File: src/rtl/serdes_pkg.sv
// Shared SerDes definitions: state encoding for the bit serializer and the
// receive-side deserializer, default word width, and a counter-width helper.
package serdes_pkg;

    // Default parallel word width of the SerDes datapath
    localparam int unsigned SERDES_DATA_WIDTH = 8;

    // IDLE: shift register empty; SHIFT: a word is being emitted bit by bit
    typedef enum logic {
        IDLE  = 1'b0,
        SHIFT = 1'b1
    } ser_state_t;

    // Width of a counter indexing the bits of a word (at least one bit)
    function automatic int unsigned ser_cnt_width(input int unsigned width);
        return (width < 2) ? 1 : $clog2(width);
    endfunction

endpackage

File: src/rtl/fifo_bit_serializer.sv
// Parallel-in, serial-out stage feeding the bit-wide transmit FIFO.
// Words arrive over valid/ready, are emitted one bit per cycle on the FIFO
// write port, and stall while the FIFO reports full. A one-entry holding
// register lets the next word start on the cycle after the last bit.
//
// Ports:
//   i_Clk       write-domain clock, all state on rising edge
//   i_Rst_n     asynchronous active-low reset
//   i_Data      parallel word
//   i_Valid     i_Data valid
//   o_Ready     word accepted on an edge where i_Valid & o_Ready
//   i_full      FIFO full flag
//   o_W_en      FIFO write enable (combinational)
//   o_Data_Out  serial bit to FIFO write data
//   o_Busy      word in shift register or holding register
module fifo_bit_serializer
    import serdes_pkg::*;
#(
    parameter int unsigned DATA_WIDTH = SERDES_DATA_WIDTH,
    parameter bit          LSB_FIRST  = 1'b1
) (
    input  logic                  i_Clk,
    input  logic                  i_Rst_n,
    input  logic [DATA_WIDTH-1:0] i_Data,
    input  logic                  i_Valid,
    output logic                  o_Ready,
    input  logic                  i_full,
    output logic                  o_W_en,
    output logic                  o_Data_Out,
    output logic                  o_Busy
);

    localparam int unsigned      CNT_W    = ser_cnt_width(DATA_WIDTH);
    localparam logic [CNT_W-1:0] LAST_CNT = CNT_W'(DATA_WIDTH - 1);

    ser_state_t            state_q;
    ser_state_t            state_d;
    logic [DATA_WIDTH-1:0] shift_q;
    logic [DATA_WIDTH-1:0] shift_adv;
    logic [DATA_WIDTH-1:0] hold_q;
    logic                  hold_valid_q;
    logic [CNT_W-1:0]      cnt_q;
    logic                  ready_en_q;
    logic                  out_bit;
    logic                  accept;
    logic                  wr;
    logic                  last_wr;

    // Output-end bit and the shift register advanced by one position
    always_comb begin
        out_bit   = 1'b0;
        shift_adv = '0;
        if (LSB_FIRST) begin
            out_bit   = shift_q[0];
            shift_adv = {1'b0, shift_q[DATA_WIDTH-1:1]};
        end else begin
            out_bit   = shift_q[DATA_WIDTH-1];
            shift_adv = {shift_q[DATA_WIDTH-2:0], 1'b0};
        end
    end

    // Handshake and write-edge qualifiers
    always_comb begin
        accept  = i_Valid & o_Ready;
        wr      = o_W_en;
        last_wr = wr & (cnt_q == LAST_CNT);
    end

    // State register
    always_ff @(posedge i_Clk or negedge i_Rst_n) begin
        if (!i_Rst_n) begin
            state_q <= IDLE;
        end else begin
            state_q <= state_d;
        end
    end

    // Next-state logic: leave SHIFT only when the last bit goes out with no
    // successor word available from hold or from the input
    always_comb begin
        state_d = state_q;
        case (state_q)
            IDLE: begin
                if (accept) begin
                    state_d = SHIFT;
                end
            end
            SHIFT: begin
                if (last_wr && !hold_valid_q && !accept) begin
                    state_d = IDLE;
                end
            end
            default: state_d = IDLE;
        endcase
    end

    // Output logic; o_Ready stays low until the first edge after reset release
    always_comb begin
        o_W_en     = 1'b0;
        o_Data_Out = 1'b0;
        o_Busy     = 1'b0;
        o_Ready    = 1'b0;
        if (state_q == SHIFT) begin
            o_W_en     = !i_full;
            o_Data_Out = out_bit;
        end
        o_Busy  = (state_q == SHIFT) | hold_valid_q;
        o_Ready = ready_en_q & !hold_valid_q;
    end

    // Ready enable: set on the first rising edge after reset release
    always_ff @(posedge i_Clk or negedge i_Rst_n) begin
        if (!i_Rst_n) begin
            ready_en_q <= 1'b0;
        end else begin
            ready_en_q <= 1'b1;
        end
    end

    // Shift register, bit counter and holding register
    always_ff @(posedge i_Clk or negedge i_Rst_n) begin
        if (!i_Rst_n) begin
            shift_q      <= '0;
            cnt_q        <= '0;
            hold_q       <= '0;
            hold_valid_q <= 1'b0;
        end else begin
            case (state_q)
                IDLE: begin
                    if (accept) begin
                        shift_q <= i_Data;
                        cnt_q   <= '0;
                    end
                end
                SHIFT: begin
                    if (last_wr) begin
                        // Successor priority: held word, then same-edge input
                        cnt_q <= '0;
                        if (hold_valid_q) begin
                            shift_q      <= hold_q;
                            hold_valid_q <= 1'b0;
                        end else if (accept) begin
                            shift_q <= i_Data;
                        end else begin
                            shift_q <= '0;
                        end
                    end else begin
                        if (wr) begin
                            shift_q <= shift_adv;
                            cnt_q   <= cnt_q + CNT_W'(1);
                        end
                        if (accept) begin
                            hold_q       <= i_Data;
                            hold_valid_q <= 1'b1;
                        end
                    end
                end
                default: begin
                    shift_q <= '0;
                    cnt_q   <= '0;
                end
            endcase
        end
    end

endmodule

File: config.mk
export PLATFORM = sky130hd
export DESIGN_NAME = fifo_bit_serializer
export DESIGN_NICKNAME = d
export VERILOG_FILES = /design/src/rtl/serdes_pkg.sv /design/src/rtl/fifo_bit_serializer.sv
export SDC_FILE = /design/constraint.sdc
export NUM_CORES = 1
export LEC_CHECK = 0
export CAP_MARGIN = 5
export CORE_MARGIN = 2
export CORE_UTILIZATION = 45
export CTS_CLUSTER_DIAMETER = 40
export DETAILED_ROUTE_END_ITERATION = 10
export PLACE_DENSITY = 0.76
export REMOVE_ABC_BUFFERS = 1
export SLEW_MARGIN = 40
export SYNTH_ARGS = -nofsm -noshare
export SYNTH_HDL_FRONTEND = slang
export SYNTH_SLANG_ARGS = --single-unit
export TNS_END_PERCENT = 5
File: constraint.sdc
create_clock -name i_Clk -period 2.1 [get_ports i_Clk]
set_clock_uncertainty 0.05 [all_clocks]
set_input_delay 0.42 -clock i_Clk [delete_from_list [all_inputs] [get_ports i_Clk]]
set_output_delay 0.42 -clock i_Clk [all_outputs]
set_load 0.02 [all_outputs]
==> impl_metrics.toml <==
[status]
status = "finished, final reports clean"

[grt]
antenna_found_initial = 0
first_global_vias = 878
grt_max_degree = 23
grt-ovfl-total = 0
grt_usage = 0.194
grt_pass1_wl_um = 4070

[worst_setup_path]
worst_path_max_delay_cell = "clkdlybuf4s50_1"
cp_slowest_stage_delay_ns = 0.59
worstPathRequired_ns = 1.63
cp_cell_sequence = "and2_1, clkdlybuf4s50_1"
critPathArrivalTime_ns = 1.50
end_kind = "output pin"
crit_buf_inv = 1
critPathLaunchType = "flip-flop"
crit_type = "flip-flop to output pin"
path_delay_family = "buffers and inverters"
cp_max_fo = 6

[routing]
ant_nets = 0
wire_per_inst_um = 14.2
vias = 879
drc = 0
drt_first_pass_iters = 4
drtIter0Drc = 7
via_per_inst = 5.33
drt-total-wl_um = 2340

[timing]
holdWs_ns = 0.386
hold_viol = 0
fmax_mhz = 506
rsz0062_at_grt = "false"
finalCritPeriodShare = 0.940
slew_violations = 0
min_period_ns = 1.97
setup_viol = 0

[clock_tree]
cts.sinks = 22
post_cts_buffers = 0
htreeDepth = 1
cts-root-buf = "clkbuf_4"
tritoncts = "done"
clock_latency_ns = 0.31
clock_path_buffers = 2
path_clk_slew_ns = 0.13
cts_buffers = 3

[logic_synthesis]
yosys-top-cells-count = "22 x dfrtp_1, 13 x nand2_1, 10 x inv_1, 8 x mux2_2"
synth_area_leaders = "dfrtp_1 47%, mux2_2 7.8%, mux2i_1 6.0%"
post-synth-top-area-fraction = 0.475
synth.most_common_cell = "dfrtp_1"
ys_ff_latch = 22
ys_types = 31
synth_area_um2 = 1160
synth-main-ff-cell = "dfrtp_1"
yosys_warnings = 0
synth_top_area_cell = "dfrtp_1"
synth-seq-area-share = 0.475
syn_avg_cell_area_um2 = 10.5
async_flop_share = 1.00
syn_inst = 110
synth_edf_count = 0

[placed_design]
place_hpwl_um = 1740
io_buffers = 15
gp_congestion = 0.771
place_inst = 161
postPlaceCellArea_um2 = 1400

[floorplanning]
rows = 18
die_w_um = 54.8
ios = 16
dieHeight_um = 54.8
core_um2 = 2450
dieArea_um2 = 3000
start_util = 0.472

[worst_hold_path]
hold_path.class = "primary input to async pin"

[cells_and_area]
drive_gt1_frac = 0.259
n_antenna_cell = 0
fin_nets = 150
synthToLayoutAreaGrowth_pct = 24.7
fin_cells = 165
fin_area_um2 = 1450

[pwr]
p_leak_nw = 0.661
finalPower_mw = 1.82
power_density_nw_per_um2 = 1260
ir_drop_mv = 0.741

[run]
maxCapViolCount = 0
==> cells by family (layout without fill, tap and decap cells) <==
| group | count (synthesis) | in the layout | share of synthesized area |
|---|---|---|---|
| and+or+nand+nor | 31 | 31 | 0.154 |
| adders and majority gates | 2 | 2 | 0.0216 |
| AOI/OAI and AO/OA | 24 | 24 | 0.148 |
| buffers and inverters | 15 | 40 | 0.0604 |
| muxes | 15 | 15 | 0.138 |
| DFF | 22 | 22 | 0.475 |
| other | 1 | 1 | 0.00323 |
==> registers in the layout, indices dropped and copies added, names as in the netlist <==
signal        flops
ready_en_q        1
hold_q            8
hold_valid_q      1
shift_q           8
state_q           1
cnt_q             3
==> path summary, 6_finish.rpt <==
kind	cells after the start	start	slack, ns	endpoint
worst min register to register	1	hold_q[4]$_DFFE_PN0P_	0.47	hold_q[4]$_DFFE_PN0P_
worst max register to register	7	cnt_q[0]$_DFFE_PN0P_	0.32	shift_q[6]$_DFFE_PN0P_
min in group i_Clk	1	hold_q[4]$_DFFE_PN0P_	0.47	hold_q[4]$_DFFE_PN0P_
worst max-delay path	2	state_q$_DFF_PN0_	0.13	o_Data_Out
max in group asynchronous	2	i_Rst_n	1.37	state_q$_DFF_PN0_
worst min-delay path	2	i_Rst_n	0.39	hold_q[0]$_DFFE_PN0P_
==> layout by cell type (no fill, tap or decap), drive strengths merged, types with 2 or more instances in the layout <==
cell type	instances
o21ai	8
nand2b	2
nand2	13
nor2	7
buf	10
nand3	2
a21oi	7
clkdlybuf4s50	12
inv	10
clkbuf	3
mux2i	7
dlygate4sd2	3
ha	2
dfrtp	22
mux2	8
a22oi	7
and2b	2
==> through the flow <==
step,setup TNS (ns),utilization,setup slack [ns]
floorplan,0,-,0.442
global placement,-0.0304,0.568,-0.0304
detailed placement,-0.0465,0.568,-0.0465
CTS,0,0.589,0.108
global route,0,0.589,0.0562
finish,0,0.589,0.126
==> timing repair <==
| action | CTS | global route |
|---|---|---|
| hold buffers | 0 | 0 |
| endpoints found under the setup margin | 3 | 0 |
| gates resized for setup | 5 | 0 |
==> layer usage <==
| layer | GRT usage | share of wire | up-vias |
|---|---|---|---|
| li1 | - | - | 426 |
| met1 | 0.254 | 0.43 | 427 |
| met2 | 0.310 | 0.53 | 22 |
| met3 | 0.0273 | 0.034 | 4 |
| met4 | 0.0958 | 0.011 | 0 |
| met5 | 0 | 0 | - |
==> power breakdown <==
group / switching [mW] / total, mW / leakage, nW / internal, mW
logic: 0.358 / 0.738 / 0.388 / 0.380
registers: 0.133 / 0.751 / 0.245 / 0.617
clock network: 0.136 / 0.329 / 0.0279 / 0.193
==> final cells by class <==
cell class              count  area, µm²
clock buffers               3       22.5
clock inverters             1       30.0
fillers                   223       1010
inverters                  11       42.5
multi-input cells          73        539
flip-flops and latches     22        553
well taps                  30       37.5
repair buffers             25        221
No activity file was read; power rests on OpenSTA's default activity.
